==> config.mk <==
export PLATFORM = sky130hd
export DESIGN_NAME = bsg_acm_encryptor
export DESIGN_NICKNAME = d
export VERILOG_FILES = /design/src/rtl/bsg_acm_encryptor.sv
export SDC_FILE = /design/constraint.sdc
export NUM_CORES = 1
export LEC_CHECK = 0
export ABC_AREA = 0
export BUFFER_PORTS_ARGS = -buffer_cell sky130_fd_sc_hd__buf_2
export CAP_MARGIN = 15
export CORE_MARGIN = 2
export CORE_UTILIZATION = 24
export CTS_BUF_LIST = sky130_fd_sc_hd__clkbuf_8
export DETAILED_ROUTE_END_ITERATION = 6
export PLACE_DENSITY = 0.47
export SYNTH_ARGS = -nofsm -noshare
export SYNTH_HDL_FRONTEND = slang
export SYNTH_SLANG_ARGS = --single-unit
==> constraint.sdc <==
create_clock -name clk_i -period 4.1 [get_ports clk_i]
set_clock_uncertainty 0.2 [all_clocks]
set_input_delay 0 -clock clk_i [delete_from_list [all_inputs] [get_ports clk_i]]
set_output_delay 0 -clock clk_i [all_outputs]
set_load 0.005 [all_outputs]
==> src/rtl/bsg_acm_encryptor.sv <==
// rtl/bsg_acm_encryptor.sv - Arnold's Cat Map image scrambler
// Loads an N_p x N_p binary image row by row, applies the forward cat map iters times, streams it out.
module bsg_acm_encryptor #(
  parameter int N_p          = 8,
  parameter int iter_width_p = 4
) (
  input  logic                    clk_i,
  input  logic                    reset_n_i,
  input  logic                    v_i,
  output logic                    ready_o,
  input  logic [N_p-1:0]          data_i,
  input  logic [iter_width_p-1:0] iters_i,
  output logic                    v_o,
  input  logic                    ready_i,
  output logic [N_p-1:0]          data_o,
  output logic                    busy_o
);

  localparam int lg_n_lp = $clog2(N_p);

  localparam logic [1:0] load_s    = 2'd0;
  localparam logic [1:0] permute_s = 2'd1;
  localparam logic [1:0] unload_s  = 2'd2;

  logic [1:0]                    state_r;
  logic [lg_n_lp-1:0]            cnt_r;
  logic [iter_width_p-1:0]       iter_r;
  logic [N_p-1:0][N_p-1:0]       img_r;
  logic [N_p-1:0][N_p-1:0]       img_n;
  logic                          last_row;

  // N_p is a power of two, so the last row index is all ones and cnt_r wraps to 0 by itself.
  assign last_row = (cnt_r == {lg_n_lp{1'b1}});

  // One full cat-map step is pure wiring: pixel (x,y) moves to ((x+y), (x+2y)) mod N_p.
  for (genvar y = 0; y < N_p; y++) begin : g_row
    for (genvar x = 0; x < N_p; x++) begin : g_col
      localparam int xp_lp = (x + y) % N_p;
      localparam int yp_lp = (x + 2 * y) % N_p;
      assign img_n[yp_lp][xp_lp] = img_r[y][x];
    end
  end

  always_ff @(posedge clk_i) begin
    if (!reset_n_i) begin
      state_r <= load_s;
      cnt_r   <= '0;
      iter_r  <= '0;
      img_r   <= '0;
    end else begin
      case (state_r)
        load_s: begin
          if (v_i) begin
            img_r[cnt_r] <= data_i;
            cnt_r        <= cnt_r + 1'b1;
            if (cnt_r == '0) begin
              iter_r <= iters_i;
            end
            // iter_r was captured on row 0, which always precedes the last row.
            if (last_row) begin
              state_r <= (iter_r == '0) ? unload_s : permute_s;
            end
          end
        end
        permute_s: begin
          img_r  <= img_n;
          iter_r <= iter_r - 1'b1;
          if (iter_r == iter_width_p'(1)) begin
            state_r <= unload_s;
          end
        end
        unload_s: begin
          if (ready_i) begin
            cnt_r <= cnt_r + 1'b1;
            if (last_row) begin
              state_r <= load_s;
            end
          end
        end
        default: state_r <= load_s;
      endcase
    end
  end

  assign ready_o = (state_r == load_s);
  assign v_o     = (state_r == unload_s);
  assign busy_o  = (state_r != load_s);
  assign data_o  = v_o ? img_r[cnt_r] : '0;

endmodule

==> results of run 1 <==
## per-stage QoR
step                      power [W]  util, %  area, sq um  cells
after floorplan            0.000953        -         4370    464
after global placement      0.00102     25.1         4490    680
after detailed placement    0.00102     25.1         4490    680
after CTS                   0.00163     27.0         4840    711
after global routing        0.00169     27.0         4840    711
final                       0.00162     27.0         4840    711
## worst max-delay path, cell delays in order (launching register included)
cell,delay [ns]
dfxtp_2,1.00
nand2b_1,0.48
o221ai_1,0.20
a22oi_1,0.26
nor2_1,0.10
buf_2,0.15
## path summary, 6_finish.rpt
check | from | end | slack (ns) | depth (start not counted)
worst min register to register | img_n[17]$_SDFFE_PN0P_ | img_n[17]$_SDFFE_PN0P_ | 0.28 | 2
worst max register to register | cnt_r[0]$_SDFFE_PN0P_ | state_r[1]$_SDFFE_PN0P_ | 1.37 | 6
worst max-delay path | cnt_r[0]$_SDFFE_PN0P_ | data_o[4] | 1.32 | 5
worst min-delay path | data_i[6] | img_n[16]$_SDFFE_PN0P_ | 0.05 | 5
## sequential cells by signal, summed over array words and instances, names as in the netlist
| register | flops |
|---|---|
| cnt_r | 3 |
| iter_r | 4 |
| img_n | 64 |
| state_r | 2 |
## where the power goes
part           switching [W]  total, W  internal (W)  leakage, nW
registers          0.0000468  0.000782      0.000735        0.593
logic               0.000137  0.000232     0.0000949        0.825
clock network       0.000291  0.000603      0.000312        0.107
total               0.000475   0.00162       0.00114         1.52
## synthesized netlist by cell type (3+ instances only)
library cell,count
a211oi_1,34
a211oi_2,7
a21oi_1,18
a21oi_4,4
a221oi_1,33
a22oi_1,5
a32oi_1,28
and2_1,3
buf_2,14
buf_4,6
buf_6,13
clkbuf_1,8
dfxtp_1,73
ha_1,5
inv_1,17
mux2i_1,9
mux4_2,9
nand2_1,17
nand2b_1,4
nor2_1,67
nor2_8,3
nor2b_1,10
nor3_1,27
o21a_1,4
o21ai_0,4
o21ba_2,3
## cells by family (layout without fill, tap and decap cells)
logic type	count (synthesis)	count (layout)
AOI/OAI and AO/OA	155	155
and+or+nand+nor	148	148
DFF	73	73
buffers and inverters	63	81
muxes	19	19
adders and majority gates	5	5
xor gates and xnor gates	1	1
## final cells by class
type                    instances  area share [%]
clock buffers                  11            3.13
clock inverters                 5            1.14
inverters                      19            1.47
multi-input cells             328            51.6
flip-flops and latches         73            30.2
well taps                     229            5.92
repair buffers                 46            6.56
## metal layers
metal  global-route usage, %  up-vias  routed length, um
met5                       0        -                  0
met4                    5.10        0                296
met3                    2.97       25               1090
met2                    24.7      156               6790
met1                    21.3     1967               6610
li1                        -     1816                  -
==> results.py, run 1 <==
metrics = {
    "run_status": {
        "status": "finished clean",
    },
    "yosys": {
        "post_synth_xor_area_fraction_pct": 0.200,
        "ys_warn_count": 0,
        "yosys.area_share.simple_pct": 19.1,
        "synth_edf_count": 0,
        "synthCells": 464,
        "netlist_area_sq_um": 4370,
        "synth-compound-area-share_pct": 29.4,
        "synthMuxAreaShare_pct": 6.96,
        "ys_top_cells_by_area": "dfxtp_1 (33%), a221oi_1 (6.6%), a211oi_1 (5.8%)",
        "synthFlopType": "dfxtp_1",
        "synthArstFlopShare_pct": 0,
        "synth.avg_cell_area_sq_um": 9.42,
        "synth_nets": 485,
        "synth_top_family_by_area": "compound AO/OA/AOI/OAI gates",
        "ys_seq_area_share_pct": 33.4,
        "synth_fa_ha_area_share_pct": 1.43,
        "synth_largest_area_cell": "dfxtp_1",
        "synth.distinct_cells": 58,
        "synth-seq-cells": 73,
        "synth_top_area_share_pct": 33.4,
    },
    "layout": {
        "drive_gt1_share_pct": 19.1,
        "mostFrequentLayoutCells": "dfxtp_1 (71), nor2_1 (67), a211oi_1 (34)",
        "final_common_cell": "dfxtp_1",
        "layout.nets": 498,
        "seq_area_sq_um": 1460,
        "diodes": 0,
        "fill_cells": 1936,
        "syn_to_final_growth_pct": 10.8,
        "multi_input_area_sq_um": 2500,
    },
    "timing": {
        "holdWs_ns": 0.0529,
        "post-route-min-period_ns": 2.78,
        "report.final.slew_viol_count": 0,
        "max_slew_margin_pct": 29.0,
        "finalHoldViolCount": 0,
        "setup_violations": 0,
        "fin_crit_sh_pct": 67.7,
        "rsz0062_at_grt": "false",
        "setup_tns_ns": 0,
        "fin_ws_ns": 1.32,
        "worstMarginPinSlew_ns": 1.06,
        "fmax_mhz": 360,
    },
    "routing": {
        "drc": 0,
        "via_per_inst": 5.58,
        "drtIter0Drc": 418,
        "wire_per_inst_um": 20.8,
        "firstDrtPassIters": 5,
        "vias": 3964,
        "ant_nets": 0,
        "wl_um": 14800,
    },
    "clocking": {
        "cts-resized-gates": 0,
        "clk_pin_slew_ns": 0.08,
        "clk_path_buf_depth": 2,
        "clock_sinks": 73,
        "numCtsBuffers": 9,
        "post_cts_buffers": 0,
        "cts_tree": "done",
        "insertion_delay_ns": 0.37,
        "h-tree-depth": 3,
        "cts_hold_buf": 15,
        "root_buffer": "clkbuf_8",
    },
    "critical_path": {
        "cp.required_ns": 3.90,
        "cp.arrival_ns": 2.58,
        "startpoint_type": "flop",
        "path_class": "reg2out",
        "cp-end-kind": "output port",
        "cp_max_fo": 34,
    },
    "floorplanning": {
        "io_pins": 27,
        "start_util_pct": 24.4,
        "die_w_um": 139,
        "core_sq_um": 17900,
        "die_h_um": 139,
        "dieArea_sq_um": 19300,
        "rows": 49,
    },
    "global_route": {
        "grt_max_degree": 53,
        "grt_use_total_pct": 15.5,
        "grt_pass1_wl_um": 23300,
        "grt_overflow": 0,
        "first_global_vias": 3909,
        "antenna_found_initial": 0,
    },
    "placement": {
        "hpwl_um": 9740,
        "routabilityCongestion": 0.800,
        "port_buffers": 26,
        "dp_slack_ns": 1.49,
    },
    "power": {
        "peakVddDrop_v": 0.000130,
        "power_density_nw_per_um2": 334,
        "total_leakage_power_nw": 1.52,
    },
    "hold_path": {
        "hold_class": "in2reg",
    },
    "flow_run": {
        "max_cap_viol_count": 0,
    },
}
Power figures use the tool's default switching activity.
==> run 2: changes to the inputs <==
--- a/config.mk
+++ b/config.mk
@@ -5,14 +5,14 @@
 export SDC_FILE = /design/constraint.sdc
 export NUM_CORES = 1
 export LEC_CHECK = 0
-export ABC_AREA = 0
+export ABC_AREA = 1
 export BUFFER_PORTS_ARGS = -buffer_cell sky130_fd_sc_hd__buf_2
 export CAP_MARGIN = 15
 export CORE_MARGIN = 2
 export CORE_UTILIZATION = 24
 export CTS_BUF_LIST = sky130_fd_sc_hd__clkbuf_8
 export DETAILED_ROUTE_END_ITERATION = 6
-export PLACE_DENSITY = 0.47
+export PLACE_DENSITY = 0.49
 export SYNTH_ARGS = -nofsm -noshare
 export SYNTH_HDL_FRONTEND = slang
 export SYNTH_SLANG_ARGS = --single-unit
==> constraint.sdc (replaced) <==
create_clock -name clk_i -period 2.25 [get_ports clk_i]
set_clock_uncertainty 0.2 [all_clocks]
set_input_delay 0 -clock clk_i [delete_from_list [all_inputs] [get_ports clk_i]]
set_output_delay 0 -clock clk_i [all_outputs]
set_load 0.005 [all_outputs]
==> results.py, run 2 <==
metrics = {
    "run_status": {
        "status": "finished clean",
    },
    "clocking": {
        "clk_pin_slew_ns": 0.08,
        "clk_path_buf_depth": 2,
        "insertion_delay_ns": 0.37,
        "h-tree-depth": 3,
        "clock_sinks": 73,
        "post_cts_buffers": 0,
        "numCtsBuffers": 9,
        "root_buffer": "clkbuf_8",
        "cts_tree": "done",
    },
    "routing": {
        "drc": 0,
        "ant_nets": 0,
        "drtIter0Drc": 398,
        "wire_per_inst_um": 15.7,
        "via_per_inst": 4.76,
        "vias": 4483,
        "wl_um": 14800,
        "firstDrtPassIters": 6,
    },
    "yosys": {
        "synth.avg_cell_area_sq_um": 6.26,
        "synthCells": 677,
        "synth_nets": 698,
        "yosysMostFrequentCell": "nand2_1",
        "synthArstFlopShare_pct": 0,
        "ys_seq_area_share_pct": 34.5,
        "ys_warn_count": 0,
        "synth_edf_count": 0,
        "synthTopCellsByCount": "nand2_1 (203), nor2_1 (77), inv_1 (74)",
        "ys_top_cells_by_area": "dfxtp_1 (34%), nand2_1 (18%), o22ai_1 (9.3%)",
        "synth_top_area_share_pct": 34.5,
        "synthFlopType": "dfxtp_1",
        "synth-seq-cells": 73,
        "synth_largest_area_cell": "dfxtp_1",
        "synth.distinct_cells": 24,
        "netlist_area_sq_um": 4240,
    },
    "critical_path": {
        "cp_num_buf_inv": 4,
        "cp.arrival_ns": 1.91,
        "cp_cell_sequence": "inv_1, nor2_1, clkinv_1, buf_4, a21oi_1, buf_2",
        "crit_family": "buffers and inverters",
        "cp_max_fo": 7,
        "cp-end-kind": "output port",
        "cp.required_ns": 2.05,
        "slowest_delay_ns": 0.45,
        "slowest_stage": "dfxtp_1",
        "startpoint_type": "flop",
        "path_class": "reg2out",
    },
    "layout": {
        "mostFrequentLayoutCells": "nand2_1 (202), nor2_1 (77), inv_1 (76)",
        "syn_to_final_growth_pct": 17.2,
        "final_common_cell": "nand2_1",
        "drive_gt1_share_pct": 10.3,
        "layout.nets": 732,
        "diodes": 0,
        "largest_register_ffs": 64,
    },
    "timing": {
        "finalHoldViolCount": 0,
        "max_slew_margin_pct": 48.9,
        "report.final.slew_viol_count": 0,
        "post-route-min-period_ns": 2.11,
        "setup_tns_ns": 0,
        "fin_crit_sh_pct": 93.7,
        "rsz0062_at_grt": "false",
        "worstMarginPinSlew_ns": 0.765,
        "fmax_mhz": 474,
        "setup_violations": 0,
    },
    "global_route": {
        "first_global_vias": 4077,
        "grt_use_total_pct": 16.5,
        "grt_overflow": 0,
        "grt_pass1_wl_um": 23200,
        "antenna_found_initial": 0,
        "grt_max_degree": 56,
    },
    "placement": {
        "routabilityCongestion": 0.842,
        "port_buffers": 26,
        "hpwl_um": 10300,
    },
    "floorplanning": {
        "die_w_um": 137,
        "start_util_pct": 24.5,
        "rows": 48,
        "die_h_um": 137,
        "io_pins": 27,
        "core_sq_um": 17300,
        "dieArea_sq_um": 18700,
    },
    "power": {
        "peakVddDrop_v": 0.000280,
        "power_density_nw_per_um2": 589,
        "total_leakage_power_nw": 2.13,
        "fin_total_pwr_w": 0.00292,
    },
    "hold_path": {
        "hold_class": "in2reg",
    },
    "flow_run": {
        "max_cap_viol_count": 0,
    },
}
run 2: final timing paths:
kind,start,to,slack [ns],depth (start not counted)
hold reg to reg,iter_r[3]$_SDFFE_PN0P_,iter_r[3]$_SDFFE_PN0P_,0.30,2
hold / removal,reset_n_i,img_n[53]$_SDFFE_PN0P_,0.003,4
setup / recovery,state_r[1]$_SDFFE_PN0P_,data_o[7],0.14,6
setup reg to reg,state_r[0]$_SDFFE_PN0P_,img_n[39]$_SDFFE_PN0P_,0.32,5
run 2: layout make-up:
class / instances / area [sq um]
multi-input combinational: 488 / 2320
clock buffer: 11 / 151
fill: 1989 / 12300
timing repair buffer: 62 / 440
tap: 225 / 282
sequential: 73 / 1460
inverter: 77 / 289
clock inverter: 5 / 22.5
run 2: stage by stage:
step	hold slack [ns]	worst slack, ns	util (%)	instances	area, sq um
3_3_place_gp	0.147	0.364	27.2	917	4700
2_1_floorplan	-0.0251	0.447	-	677	4240
5_1_grt	0.0248	0.0185	28.7	941	4960
6_report	0.00253	0.142	28.7	941	4960
4_1_cts	0.00843	0.0320	28.7	942	4970
3_5_place_dp	0.129	0.349	27.2	917	4700
run 2: metal layers:
layer  vias to the layer above  wire (um)  global-route usage, %
met3                        16        786                   3.11
li1                       2275          -                      -
met5                         -          0                      0
met1                      2066       7420                   24.1
met4                         0        220                   4.12
met2                       126       6380                   24.8
run 2: repair_timing:
item | CTS | global route
setup endpoints to repair | 0 | 2
gates resized for setup | 0 | 2
hold endpoints to repair | 11 | 0
hold buffers | 9 | 0
run 2: worst reg2reg max path, delay by kind of cell, from the launching register on:
| family | cells | cell delay (ns) |
|---|---|---|
| flip-flops | 1 | 0.40 |
| AO/OA/AOI/OAI | 3 | 0.69 |
| buffers and inverters | 1 | 0.21 |
| AND/OR/NAND/NOR | 1 | 0.37 |
run 2: kinds of logic after synthesis:
group           synth area share, %
compound gates                 26.3
xor+xnor                      0.207
fa+ha+maj                      1.48
buf+inv                        10.9
flops                          34.5
simple gates                   26.7
run 2: power by group:
group          internal (W)  switching [W]  total, W
clock network      0.000448       0.000524  0.000972
registers           0.00135      0.0000302   0.00138
logic              0.000190       0.000378  0.000569
total               0.00199       0.000933   0.00292
